<file path="src/rtl/csr_trap_sequencer_pkg.sv">
// Shared encodings, CSR addresses, FSM states and the storage request
// payload for csr_trap_sequencer.
package csr_trap_sequencer_pkg;

    localparam int unsigned XLEN   = 32;
    localparam int unsigned ADDR_W = 12;
    localparam int unsigned CMD_W  = 3;

    // Pipeline CSR command encodings
    localparam logic [CMD_W-1:0] CSR_X = 3'd0;
    localparam logic [CMD_W-1:0] CSR_W = 3'd1;
    localparam logic [CMD_W-1:0] CSR_S = 3'd2;
    localparam logic [CMD_W-1:0] CSR_C = 3'd3;
    localparam logic [CMD_W-1:0] CSR_E = 3'd4;

    // Machine-mode CSR addresses owned by the sequencer
    localparam logic [ADDR_W-1:0] ADDR_MTVEC   = 12'h305;
    localparam logic [ADDR_W-1:0] ADDR_MEPC    = 12'h341;
    localparam logic [ADDR_W-1:0] ADDR_MCAUSE  = 12'h342;
    localparam logic [ADDR_W-1:0] ADDR_MSTATUS = 12'h300;

    // mstatus interrupt-enable bit positions
    localparam int unsigned MSTATUS_MIE  = 3;
    localparam int unsigned MSTATUS_MPIE = 7;

    typedef enum logic [3:0] {
        S_IDLE,
        S_P_RD,
        S_P_WR,
        S_T_EPC,
        S_T_CAUSE,
        S_T_VEC_RD,
        S_T_VEC_WT,
        S_R_EPC_RD,
        S_R_EPC_WT,
        S_REDIR,
        S_T_ST_RD,
        S_T_ST_WT,
        S_T_ST_WR
    } state_t;

    // One cycle of CSR storage port activity
    typedef struct packed {
        logic              en;
        logic              we;
        logic [ADDR_W-1:0] addr;
        logic [XLEN-1:0]   wdata;
    } csr_req_t;

    // Force a PC to a 4-byte boundary
    function automatic logic [XLEN-1:0] align4(input logic [XLEN-1:0] a);
        return {a[XLEN-1:2], 2'b00};
    endfunction

endpackage

</file>
<file path="src/rtl/csr_trap_sequencer_if.sv">
// Bundle of pipeline CSR, trap/mret, redirect and CSR storage signals.
// slave = sequencer side, master = pipeline + storage side.
interface csr_trap_sequencer_if;
    import csr_trap_sequencer_pkg::*;

    logic              pipe_csr_valid;
    logic [CMD_W-1:0]  pipe_csr_cmd;
    logic [ADDR_W-1:0] pipe_csr_addr;
    logic [XLEN-1:0]   pipe_csr_op1;
    logic              pipe_csr_done;
    logic [XLEN-1:0]   pipe_csr_rdata;

    logic              trap_req;
    logic [XLEN-1:0]   trap_cause;
    logic [XLEN-1:0]   trap_pc;
    logic              mret_req;

    logic              busy;
    logic              redirect_valid;
    logic [XLEN-1:0]   redirect_pc;

    logic              csr_en;
    logic              csr_we;
    logic [ADDR_W-1:0] csr_addr;
    logic [XLEN-1:0]   csr_wdata;
    logic [XLEN-1:0]   csr_rdata;

    modport slave (
        input  pipe_csr_valid, pipe_csr_cmd, pipe_csr_addr, pipe_csr_op1,
        output pipe_csr_done, pipe_csr_rdata,
        input  trap_req, trap_cause, trap_pc, mret_req,
        output busy, redirect_valid, redirect_pc,
        output csr_en, csr_we, csr_addr, csr_wdata,
        input  csr_rdata
    );

    modport master (
        output pipe_csr_valid, pipe_csr_cmd, pipe_csr_addr, pipe_csr_op1,
        input  pipe_csr_done, pipe_csr_rdata,
        output trap_req, trap_cause, trap_pc, mret_req,
        input  busy, redirect_valid, redirect_pc,
        input  csr_en, csr_we, csr_addr, csr_wdata,
        output csr_rdata
    );

endinterface

</file>
<file path="src/rtl/csr_trap_sequencer_csr_rmw_alu.sv">
// CSR read-modify-write combiner: (cmd, old, op1) -> new value.
// Unknown commands return the old value unchanged.
module csr_trap_sequencer_csr_rmw_alu
    import csr_trap_sequencer_pkg::*;
(
    input  logic [CMD_W-1:0] i_cmd,
    input  logic [XLEN-1:0]  i_old,
    input  logic [XLEN-1:0]  i_op1,
    output logic [XLEN-1:0]  o_new_c
);

    // Select write / set / clear
    always_comb begin
        o_new_c = i_old;
        case (i_cmd)
            CSR_W:   o_new_c = i_op1;
            CSR_S:   o_new_c = i_old | i_op1;
            CSR_C:   o_new_c = i_old & ~i_op1;
            default: o_new_c = i_old;
        endcase
    end

endmodule

</file>
<file path="src/rtl/csr_trap_sequencer.sv">
// csr_trap_sequencer: sole owner of the CSR storage port. Serves pipeline
// CSR read-modify-write ops and sequences trap entry and mret, stalling the
// pipeline with busy and issuing a one-cycle PC redirect.
// Optional feature macro: MSTATUS_UPDATE_EN (adds mstatus MIE/MPIE update
// to trap entry and mret).
module csr_trap_sequencer
    import csr_trap_sequencer_pkg::*;
(
    input  logic                 clk,
    input  logic                 reset,
    csr_trap_sequencer_if.slave  bus
);

    state_t          r_state;
    state_t          w_next;
    csr_req_t        w_req;
    logic            w_done_nxt;
    logic            w_take_x;
    logic            w_pipe_rmw;
    logic [XLEN-1:0] w_alu_new;

    logic            r_done;
    logic [XLEN-1:0] r_pipe_rdata;
    logic [XLEN-1:0] r_redirect_pc;
    logic            r_redirect_valid;

`ifdef MSTATUS_UPDATE_EN
    logic            r_is_trap;
    logic [XLEN-1:0] r_mstatus;
    logic [XLEN-1:0] w_mstatus_new;
`endif

    assign w_pipe_rmw = (bus.pipe_csr_cmd == CSR_W) ||
                        (bus.pipe_csr_cmd == CSR_S) ||
                        (bus.pipe_csr_cmd == CSR_C);

    csr_trap_sequencer_csr_rmw_alu u_rmw_alu (
        .i_cmd   (bus.pipe_csr_cmd),
        .i_old   (bus.csr_rdata),
        .i_op1   (bus.pipe_csr_op1),
        .o_new_c (w_alu_new)
    );

`ifdef MSTATUS_UPDATE_EN
    // Trap stacks MIE into MPIE and disables; mret restores MIE and sets MPIE
    always_comb begin
        w_mstatus_new = r_mstatus;
        if (r_is_trap) begin
            w_mstatus_new[MSTATUS_MPIE] = r_mstatus[MSTATUS_MIE];
            w_mstatus_new[MSTATUS_MIE]  = 1'b0;
        end else begin
            w_mstatus_new[MSTATUS_MIE]  = r_mstatus[MSTATUS_MPIE];
            w_mstatus_new[MSTATUS_MPIE] = 1'b1;
        end
    end
`endif

    // State register
    always_ff @(posedge clk) begin
        if (reset) begin
            r_state <= S_IDLE;
        end else begin
            r_state <= w_next;
        end
    end

    // Next state, storage port request and done scheduling
    always_comb begin
        w_next     = r_state;
        w_req      = '0;
        w_done_nxt = 1'b0;
        w_take_x   = 1'b0;
        case (r_state)
            S_IDLE: begin
                if (bus.trap_req) begin
                    w_next = S_T_EPC;
                end else if (bus.mret_req) begin
                    w_next = S_R_EPC_RD;
                end else if (bus.pipe_csr_valid && !r_done) begin
                    // r_done blocks re-accepting an op whose done is visible now
                    if (w_pipe_rmw) begin
                        w_next = S_P_RD;
                    end else begin
                        w_done_nxt = 1'b1;
                        w_take_x   = 1'b1;
                    end
                end
            end
            S_P_RD: begin
                w_req.en   = 1'b1;
                w_req.addr = bus.pipe_csr_addr;
                w_done_nxt = 1'b1;
                w_next     = S_P_WR;
            end
            S_P_WR: begin
                w_req.en    = 1'b1;
                w_req.we    = 1'b1;
                w_req.addr  = bus.pipe_csr_addr;
                w_req.wdata = w_alu_new;
                w_next      = S_IDLE;
            end
            S_T_EPC: begin
                w_req.en    = 1'b1;
                w_req.we    = 1'b1;
                w_req.addr  = ADDR_MEPC;
                w_req.wdata = align4(bus.trap_pc);
                w_next      = S_T_CAUSE;
            end
            S_T_CAUSE: begin
                w_req.en    = 1'b1;
                w_req.we    = 1'b1;
                w_req.addr  = ADDR_MCAUSE;
                w_req.wdata = bus.trap_cause;
`ifdef MSTATUS_UPDATE_EN
                w_next      = S_T_ST_RD;
`else
                w_next      = S_T_VEC_RD;
`endif
            end
            S_T_VEC_RD: begin
                w_req.en   = 1'b1;
                w_req.addr = ADDR_MTVEC;
                w_next     = S_T_VEC_WT;
            end
            S_T_VEC_WT: begin
                w_next = S_REDIR;
            end
            S_R_EPC_RD: begin
                w_req.en   = 1'b1;
                w_req.addr = ADDR_MEPC;
                w_next     = S_R_EPC_WT;
            end
            S_R_EPC_WT: begin
`ifdef MSTATUS_UPDATE_EN
                w_next = S_T_ST_RD;
`else
                w_next = S_REDIR;
`endif
            end
`ifdef MSTATUS_UPDATE_EN
            S_T_ST_RD: begin
                w_req.en   = 1'b1;
                w_req.addr = ADDR_MSTATUS;
                w_next     = S_T_ST_WT;
            end
            S_T_ST_WT: begin
                w_next = S_T_ST_WR;
            end
            S_T_ST_WR: begin
                w_req.en    = 1'b1;
                w_req.we    = 1'b1;
                w_req.addr  = ADDR_MSTATUS;
                w_req.wdata = w_mstatus_new;
                w_next      = r_is_trap ? S_T_VEC_RD : S_REDIR;
            end
`endif
            S_REDIR: begin
                w_next = S_IDLE;
            end
            default: begin
                w_next = S_IDLE;
            end
        endcase
        // A reset cycle must not touch storage, even mid-sequence
        if (reset) begin
            w_req = '0;
        end
    end

    // Done pulse, returned old value and redirect target
    always_ff @(posedge clk) begin
        if (reset) begin
            r_done           <= 1'b0;
            r_pipe_rdata     <= '0;
            r_redirect_pc    <= '0;
            r_redirect_valid <= 1'b0;
        end else begin
            r_done           <= w_done_nxt;
            r_redirect_valid <= (w_next == S_REDIR);
            if (w_take_x) begin
                r_pipe_rdata <= '0;
            end else if (r_state == S_P_WR) begin
                r_pipe_rdata <= bus.csr_rdata;
            end
            if (r_state == S_T_VEC_WT) begin
                r_redirect_pc <= align4(bus.csr_rdata);
            end else if (r_state == S_R_EPC_WT) begin
                r_redirect_pc <= bus.csr_rdata;
            end
        end
    end

`ifdef MSTATUS_UPDATE_EN
    // Remember which sequence owns the shared mstatus states; capture mstatus
    always_ff @(posedge clk) begin
        if (reset) begin
            r_is_trap <= 1'b0;
            r_mstatus <= '0;
        end else begin
            if (r_state == S_IDLE) begin
                r_is_trap <= bus.trap_req;
            end
            if (r_state == S_T_ST_WT) begin
                r_mstatus <= bus.csr_rdata;
            end
        end
    end
`endif

    assign bus.csr_en         = w_req.en;
    assign bus.csr_we         = w_req.we;
    assign bus.csr_addr       = w_req.addr;
    assign bus.csr_wdata      = w_req.wdata;
    assign bus.pipe_csr_done  = r_done;
    // Old value is live from storage during the write cycle, then held
    assign bus.pipe_csr_rdata = (r_state == S_P_WR) ? bus.csr_rdata : r_pipe_rdata;
    assign bus.redirect_valid = r_redirect_valid;
    assign bus.redirect_pc    = r_redirect_pc;
    assign bus.busy           = (r_state != S_IDLE) | bus.trap_req | bus.mret_req;

endmodule
</file>
<file path="src/flat_wrapper.sv">
// flat-port wrapper written by rule: the top's interface ports become plain ports
module csr_trap_sequencer_flat import csr_trap_sequencer_pkg::*;
  (clk, reset, bus_pipe_csr_valid, bus_pipe_csr_cmd, bus_pipe_csr_addr, bus_pipe_csr_op1, bus_pipe_csr_done, bus_pipe_csr_rdata, bus_trap_req, bus_trap_cause, bus_trap_pc, bus_mret_req, bus_busy, bus_redirect_valid, bus_redirect_pc, bus_csr_en, bus_csr_we, bus_csr_addr, bus_csr_wdata, bus_csr_rdata);
  csr_trap_sequencer_if bus_i ();
  input  logic clk;
  input  logic reset;
  input wire logic [$bits(bus_i.pipe_csr_valid)-1:0] bus_pipe_csr_valid;
  input wire logic [$bits(bus_i.pipe_csr_cmd)-1:0] bus_pipe_csr_cmd;
  input wire logic [$bits(bus_i.pipe_csr_addr)-1:0] bus_pipe_csr_addr;
  input wire logic [$bits(bus_i.pipe_csr_op1)-1:0] bus_pipe_csr_op1;
  output wire logic [$bits(bus_i.pipe_csr_done)-1:0] bus_pipe_csr_done;
  output wire logic [$bits(bus_i.pipe_csr_rdata)-1:0] bus_pipe_csr_rdata;
  input wire logic [$bits(bus_i.trap_req)-1:0] bus_trap_req;
  input wire logic [$bits(bus_i.trap_cause)-1:0] bus_trap_cause;
  input wire logic [$bits(bus_i.trap_pc)-1:0] bus_trap_pc;
  input wire logic [$bits(bus_i.mret_req)-1:0] bus_mret_req;
  output wire logic [$bits(bus_i.busy)-1:0] bus_busy;
  output wire logic [$bits(bus_i.redirect_valid)-1:0] bus_redirect_valid;
  output wire logic [$bits(bus_i.redirect_pc)-1:0] bus_redirect_pc;
  output wire logic [$bits(bus_i.csr_en)-1:0] bus_csr_en;
  output wire logic [$bits(bus_i.csr_we)-1:0] bus_csr_we;
  output wire logic [$bits(bus_i.csr_addr)-1:0] bus_csr_addr;
  output wire logic [$bits(bus_i.csr_wdata)-1:0] bus_csr_wdata;
  input wire logic [$bits(bus_i.csr_rdata)-1:0] bus_csr_rdata;
  assign bus_i.pipe_csr_valid = bus_pipe_csr_valid;
  assign bus_i.pipe_csr_cmd = bus_pipe_csr_cmd;
  assign bus_i.pipe_csr_addr = bus_pipe_csr_addr;
  assign bus_i.pipe_csr_op1 = bus_pipe_csr_op1;
  assign bus_pipe_csr_done = bus_i.pipe_csr_done;
  assign bus_pipe_csr_rdata = bus_i.pipe_csr_rdata;
  assign bus_i.trap_req = bus_trap_req;
  assign bus_i.trap_cause = bus_trap_cause;
  assign bus_i.trap_pc = bus_trap_pc;
  assign bus_i.mret_req = bus_mret_req;
  assign bus_busy = bus_i.busy;
  assign bus_redirect_valid = bus_i.redirect_valid;
  assign bus_redirect_pc = bus_i.redirect_pc;
  assign bus_csr_en = bus_i.csr_en;
  assign bus_csr_we = bus_i.csr_we;
  assign bus_csr_addr = bus_i.csr_addr;
  assign bus_csr_wdata = bus_i.csr_wdata;
  assign bus_i.csr_rdata = bus_csr_rdata;
  csr_trap_sequencer u_core (.clk(clk), .reset(reset), .bus(bus_i));
endmodule
</file>
<file path="config.mk">
export PLATFORM = sky130hd
export DESIGN_NAME = csr_trap_sequencer_flat
export DESIGN_NICKNAME = d
export VERILOG_FILES = /design/src/rtl/csr_trap_sequencer_pkg.sv /design/src/rtl/csr_trap_sequencer_if.sv /design/src/rtl/csr_trap_sequencer_csr_rmw_alu.sv /design/src/rtl/csr_trap_sequencer.sv /design/src/flat_wrapper.sv
export SDC_FILE = /design/constraint.sdc
export NUM_CORES = 1
export LEC_CHECK = 0
export ABC_AREA = 1
export CAP_MARGIN = 10
export CORE_MARGIN = 10
export CORE_UTILIZATION = 38
export CTS_CLUSTER_DIAMETER = 200
export CTS_CLUSTER_SIZE = 30
export DETAILED_ROUTE_END_ITERATION = 12
export GPL_TIMING_DRIVEN = 0
export PLACE_DENSITY = 0.82
export SLEW_MARGIN = 25
export SYNTH_ARGS = -nofsm -noshare
export SYNTH_HDL_FRONTEND = slang
export SYNTH_HIERARCHICAL = 1
export SYNTH_SLANG_ARGS = --single-unit
</file>
<file path="constraint.sdc">
create_clock -name clk -period 1.9 [get_ports clk]
set_clock_uncertainty 0.05 [all_clocks]
set_input_delay 0.38 -clock clk [delete_from_list [all_inputs] [get_ports clk]]
set_output_delay 0.38 -clock clk [all_outputs]
set_load 0.05 [all_outputs]
</file>
==> metrics, run 1 <==
status=finished with violations; violated checks=setup timing; peak supply drop=1040 uV; Gate Count Post-Synth=819; Tmin final=2320 ps; Clk pwr share=0.105; Slew headroom=0.630; most frequent cells in the layout=250 x nand2_1, 141 x clkdlybuf4s50_1, 101 x inv_1, 101 x nor2_1, 90 x buf_6; Synth cell types=28; share of layout cells above drive strength 1=0.278; row cnt=40; Final nets=1,297; fin worst setup slack=-416 ps; most used cell, CP=buf_12; Max-Cap Viols=0; Post-Syn Area=4780 um2; CP arrival=1890 ps; Initial Util=0.393; dominant cells by area after synthesis=dfxtp_1 29%, nand2_1 21%, nor2_1 8.6%; DRC Markers=0; CTS tree=done; clock slew at reported path FFs=60 ps; number of synthesized register bits=70; setup_tns=-26,780 ps; Tcrit/Tclk final=1.22; Finished Layout Cells=1,322; Slew Viols, Final=0; sequential area share after synthesis=0.293; Placer Congestion=0.850; crit path capture type=output pin; worst endpoint required time=1470 ps; clock latency on the worst-skew pair=340 ps; DR iter-0 viols=442; Syn Area/Cell=5.83 um2; Finished Core Util=0.754; Sw Share=0.525; clock root buffer=clkbuf_16; port buffer count=258; worst path cell trace=nor2_4, buf_12, nand2_8, clkinv_8, buf_12, or2_0, o21ai_1, inv_1, buf_6; internal power=7.39 mW; routed vias/inst=4.93; sequential power share=0.139; Vias=6,524; worst hold-check path type=flop to flop; CTS Buf Count=9; Setup violations, final=80; Net Switching=8.17 mW; vias in the first global route=6,166; initial antenna violation count=0; YS warnings=6; top-area cell type share of the netlist area=0.293; Startpoint Class=flop; static leakage=4.92 nW; CTS hold repair buffers=0; H-Tree Depth=3; pre-CTS WS=-1220 ps; largest net degree at the start of global routing=14; WS Path Type=flop to output pin; slowest cell delay on critical path=390 ps; Vert. Die Dim=132 um; top cell type by total area after synthesis=dfxtp_1; combinational share of power=0.757; first-pass GRT wire length=33,600 um; Worst setup startpoint=u_core/r_state[3]; dpl hpwl=15,900 um; worst hold start=u_core/bus.redirect_pc[26]; Wirelength per Cell=18.2 um; # clock sinks=70; Least-Margin Pin Slew=558 ps; I/O Pins=261; start of the worst register-to-register path=u_core/r_state[1]; GRT Util Overall=0.240; Cells after DPL=1,245; RSZ-0062 raised after global routing=true; post-route ant nets=0; Tot Pwr=15.6 mW; Pwr per Cell Area=1700 nW/um2; Mapped Nets=967; CORE AREA=12,200 um2; fmax=432 MHz; total wire length=24,100 um; CTS max path bufs=2; DRT Pass-1 Iters=5; crit-path max FO=10; commonest non-fill, non-tap cell in the layout=nand2_1; Die ar.=17,500 um2; number of inserted diodes=0; slowest cell on the critical path=dfxtp_4; gr ovfl total=0; Area Overhead vs Synth=91.9%; Die W=132 um; Hold Fails Final Rpt=0
-- worst max-delay path, delay by kind of cell, from the launching register on --
family | cells | cell delay, ps
flops | 1 | 390
simple gates | 3 | 400
buf+inv | 5 | 600
compound gates | 1 | 130
-- per-layer routing --
metal  GRT usage  wire length (um)  vias up
met5           0                 0        -
met4      0.0853               945        0
met2       0.410             11900      327
li1            -                 -     3143
met3      0.0838              2370       78
met1       0.269              8880     2976
-- kinds of logic after synthesis --
| group | count (synthesis) | share of synthesized area |
|---|---|---|
| buf+inv | 170 | 0.169 |
| simple gates | 499 | 0.446 |
| compound gates | 80 | 0.0924 |
| flops | 70 | 0.293 |
-- power by group through the flow --
stage | clock, mW | sequential, mW | combinational, mW
floorplan | 0 | 2.58 | 5.61
detailed placement | 0 | 2.12 | 9.10
global placement | 0 | 2.10 | 9.05
CTS | 1.61 | 2.12 | 10.4
finish | 1.63 | 2.16 | 11.8
global route | 1.70 | 2.19 | 12.3
-- registers in the layout, summed over array words and instances, names as in the netlist --
signal	flops
u_core/bus.redirect_pc	32
u_core/bus.pipe_csr_done	1
u_core/bus.redirect_valid	1
u_core/r_state	4
u_core/r_pipe_rdata	32
-- stage by stage --
step           hold WS (ps)  cell area, um2
2_1_floorplan           399            4810
3_3_place_gp            429            7610
3_5_place_dp            444            7610
4_1_cts                 442            8640
5_1_grt                 485            9170
6_report                461            9170
-- timing repair --
item                                    4_1_cts  5_1_grt
buffers inserted                             34       19
gates cloned                                  7        2
pin swaps                                    14       18
endpoints found under the setup margin      109       84
gates resized for setup                     664      102
-- area by class of cell --
cell class	count	area, um2
timing repair buffer	318	3340
fill	923	2990
multi-input combinational	579	2960
sequential	70	1420
inverter	125	502
buffer	45	437
clock buffer	10	239
tap	168	210
clock inverter	6	46.3
timing repair inverter	1	11.3
-- cells in the mapped netlist --
library cell  count
buf_6            15
or2_0            10
clkbuf_1          4
or2_1            20
a21oi_1          12
nand3_2           3
inv_1           109
nand4_1           1
o21ai_2          10
nor2_4            3
o21ai_0          33
inv_4             1
clkbuf_2          2
buf_2            16
nand3_1          68
nor2_2            5
o21bai_1          1
or2_2             3
a31oi_1           1
clkbuf_4          1
inv_2            15
nand2_1         269
nand2_4           3
o21ai_1          23
dfxtp_1          70
nand2_2           4
nor2_1          110
buf_4             7
-- final timing paths --
check	endpoint	slack (ps)	cells past startpoint
worst max-delay path	bus_pipe_csr_rdata[16]	-420	9
worst min-delay path	u_core/bus.redirect_pc[26]	460	2
worst max register to register	u_core/r_pipe_rdata[28]	-400	15
worst min register to register	u_core/bus.redirect_pc[26]	460	2
No activity file was read; power rests on OpenSTA's default activity.
==> run 2, diff against run 1 <==
==> constraint.sdc (replaced) <==
create_clock -name clk -period 2.5 [get_ports clk]
set_clock_uncertainty 0.05 [all_clocks]
set_input_delay 0.5 -clock clk [delete_from_list [all_inputs] [get_ports clk]]
set_output_delay 0.5 -clock clk [all_outputs]
set_load 0.05 [all_outputs]
==> run 2 against run 1 <==
- the flow now finishes without violations
- power decreased by 37%
- clock power decreased by 13%
- routed wire length decreased by 13%
- global-route usage decreased by 1.5 points
- via count decreased by 7.6%
- worst hold slack got worse by 27 ps
- sequential cell count unchanged
- critical path depth increased by 4
- die area unchanged
- combinational power decreased by 42%
- critical path type is now input pin to output pin
==> metrics, run 2 (synthesized netlist as in run 1, its figures left out) <==
Finished Core Util=0.666 (-0.0874); fmax=409 MHz; CP arrival=1900 ps (about the same); CTS hold repair buffers=0 (unchanged); Pwr per Cell Area=1210 nW/um2 (-29%); clock slew at reported path FFs=60 ps (about the same); first-pass GRT wire length=31,400 um (-6.5%); Max-Cap Viols=0 (unchanged); Finished Layout Cells=1,271 (-3.9%); final hold slack=434 ps (-26.6 ps); slowest cell delay on critical path=250 ps (-140 ps); Slew Viols, Final=0 (unchanged); reg2reg end=u_core/r_pipe_rdata[15]; Area Overhead vs Synth=69.6%; largest net degree at the start of global routing=14 (unchanged); CTS max path bufs=2 (unchanged); Die ar.=17,500 um2 (unchanged); DRT Pass-1 Iters=6 (+1); worst hold-check path type=input pin to flop; GRT Util Overall=0.224 (-0.0154); share of layout cells above drive strength 1=0.204 (-0.0742); slowest cell on the critical path=dlygate4sd2_1; worst r2r path cells=7 (-8); gr ovfl total=0 (unchanged); post-route ant nets=0 (unchanged); crit-path max FO=8 (-2); clock root buffer=clkbuf_16; total wire length=20,900 um (-13%); vias in the first global route=5,828 (-5.5%); Wirelength per Cell=16.4 um (-9.8%); Least-Margin Pin Slew=583 ps (+25.4 ps); peak supply drop=653 uV (-37%); r2r setup slk=890 ps (+1290 ps); H-Tree Depth=3 (unchanged); DRC Markers=0 (unchanged); crit path capture type=output pin; Tcrit/Tclk final=0.978; most used cell, CP=nand2_1; status=completed; CTS tree=done; Setup violations, final=0 (-100%); CORE AREA=12,200 um2 (unchanged); row cnt=40 (unchanged); Startpoint Class=input pin; clock latency on the worst-skew pair=340 ps (about the same); most frequent cells in the layout=257 x nand2_1, 175 x clkdlybuf4s50_1, 110 x nor2_1; commonest non-fill, non-tap cell in the layout=nand2_1; Placer Congestion=0.866 (+1.8%); worst endpoint required time=1950 ps (+480 ps); Tot Pwr=9.82 mW (-37%); Initial Util=0.393 (unchanged); RSZ-0062 raised after global routing=true; Die W=132 um (unchanged); Slew headroom=0.610 (-0.0196); worst path cell trace=dlygate4sd2_1, buf_6, inv_4, nand3_4, nand2_8, clkbuf_16, nand2_1, nand2_1, nand2_1, nand3_1, nand2_1, inv_1, buf_4; WS Path Type=input pin to output pin; # clock sinks=70 (unchanged); static leakage=4.29 nW (-13%); number of inserted diodes=0 (unchanged); DR iter-0 viols=307 (-31%); Final nets=1,246 (-3.9%); Vias=6,031 (-7.6%); Tmin final=2450 ps; Worst setup startpoint=bus_pipe_csr_cmd[1]; I/O Pins=261 (unchanged); CTS Buf Count=9 (unchanged); routed vias/inst=4.75 (-3.8%); Vert. Die Dim=132 um (unchanged); dpl hpwl=16,100 um (+1.2%); port buffer count=258 (unchanged); start of the worst register-to-register path=u_core/r_state[3]; Critical Path Sink=bus_csr_wdata[12]; Hold Fails Final Rpt=0 (unchanged); initial antenna violation count=0 (unchanged); Cells after DPL=1,245 (unchanged)
[run 2: cell types whose count changed in the layout (fill, tap and decap cells not counted), moves of 8 or more]
cell / before / now
buf_2: 9 / 26
buf_4: 48 / 30
buf_6: 90 / 27
buf_8: 17 / 9
clkbuf_4: 2 / 24
clkdlybuf4s50_1: 141 / 175
dlygate4sd2_1: 31 / 1
nor2_1: 101 / 110
o21ai_1: 9 / 23
o21ai_2: 23 / 10
[run 2: timing repair]
action                     in CTS  in global routing
pin swaps                       5                 13
setup buffers                   4                  3
gates cloned                    2                  2
setup endpoints to repair      79                 76
gates resized for setup       428                113
[run 2: worst min-delay path by stage]
stage,startpoint,endpoint,slack [ps],depth (start not counted)
2_1_floorplan,u_core/r_state[1],u_core/r_state[3],440,2
3_3_place_gp,u_core/bus.redirect_pc[22],u_core/bus.redirect_pc[22],430,2
3_5_place_dp,u_core/bus.redirect_pc[13],u_core/bus.redirect_pc[13],450,2
4_1_cts,u_core/r_state[1],u_core/r_state[3],470,2
5_1_grt,reset,u_core/r_state[3],470,2
6_report,reset,u_core/r_state[3],430,2
[run 2: routing by layer]
layer	track usage	part of all wire
met4	0.0816	0.021
met1	0.258	0.41
met5	0	0
met3	0.0629	0.091
met2	0.386	0.48
[run 2: final cells by class]
| cell class | instances | area (um2) |
|---|---|---|
| fill | 1139 | 4060 |
| multi-input combinational | 579 | 2680 |
| timing repair buffer | 269 | 2600 |
| sequential | 70 | 1410 |
| inverter | 125 | 484 |
| buffer | 44 | 384 |
| clock buffer | 10 | 239 |
| tap | 168 | 210 |
| clock inverter | 6 | 93.8 |
[run 2: power breakdown]
| part | internal, mW | switching, mW |
|---|---|---|
| Clock | 0.907 | 0.510 |
| Sequential | 1.47 | 0.144 |
| Combinational | 2.09 | 4.70 |
[run 2: worst max-delay path, delay by kind of cell]
kind / cells / cell delay, ps
and+or+nand+nor: 7 / 530
buffers and inverters: 6 / 860
[run 2: per-stage QoR]
step           instance area (um2)  setup WS, ps  setup TNS (ps)
5_1_grt                       8110         -22.7           -35.7
4_1_cts                       7800         0.554               0
2_1_floorplan                 4780          69.7               0
3_3_place_gp                  7570          -807          -35830
6_report                      8110          54.8               0
3_5_place_dp                  7570          -837          -37430
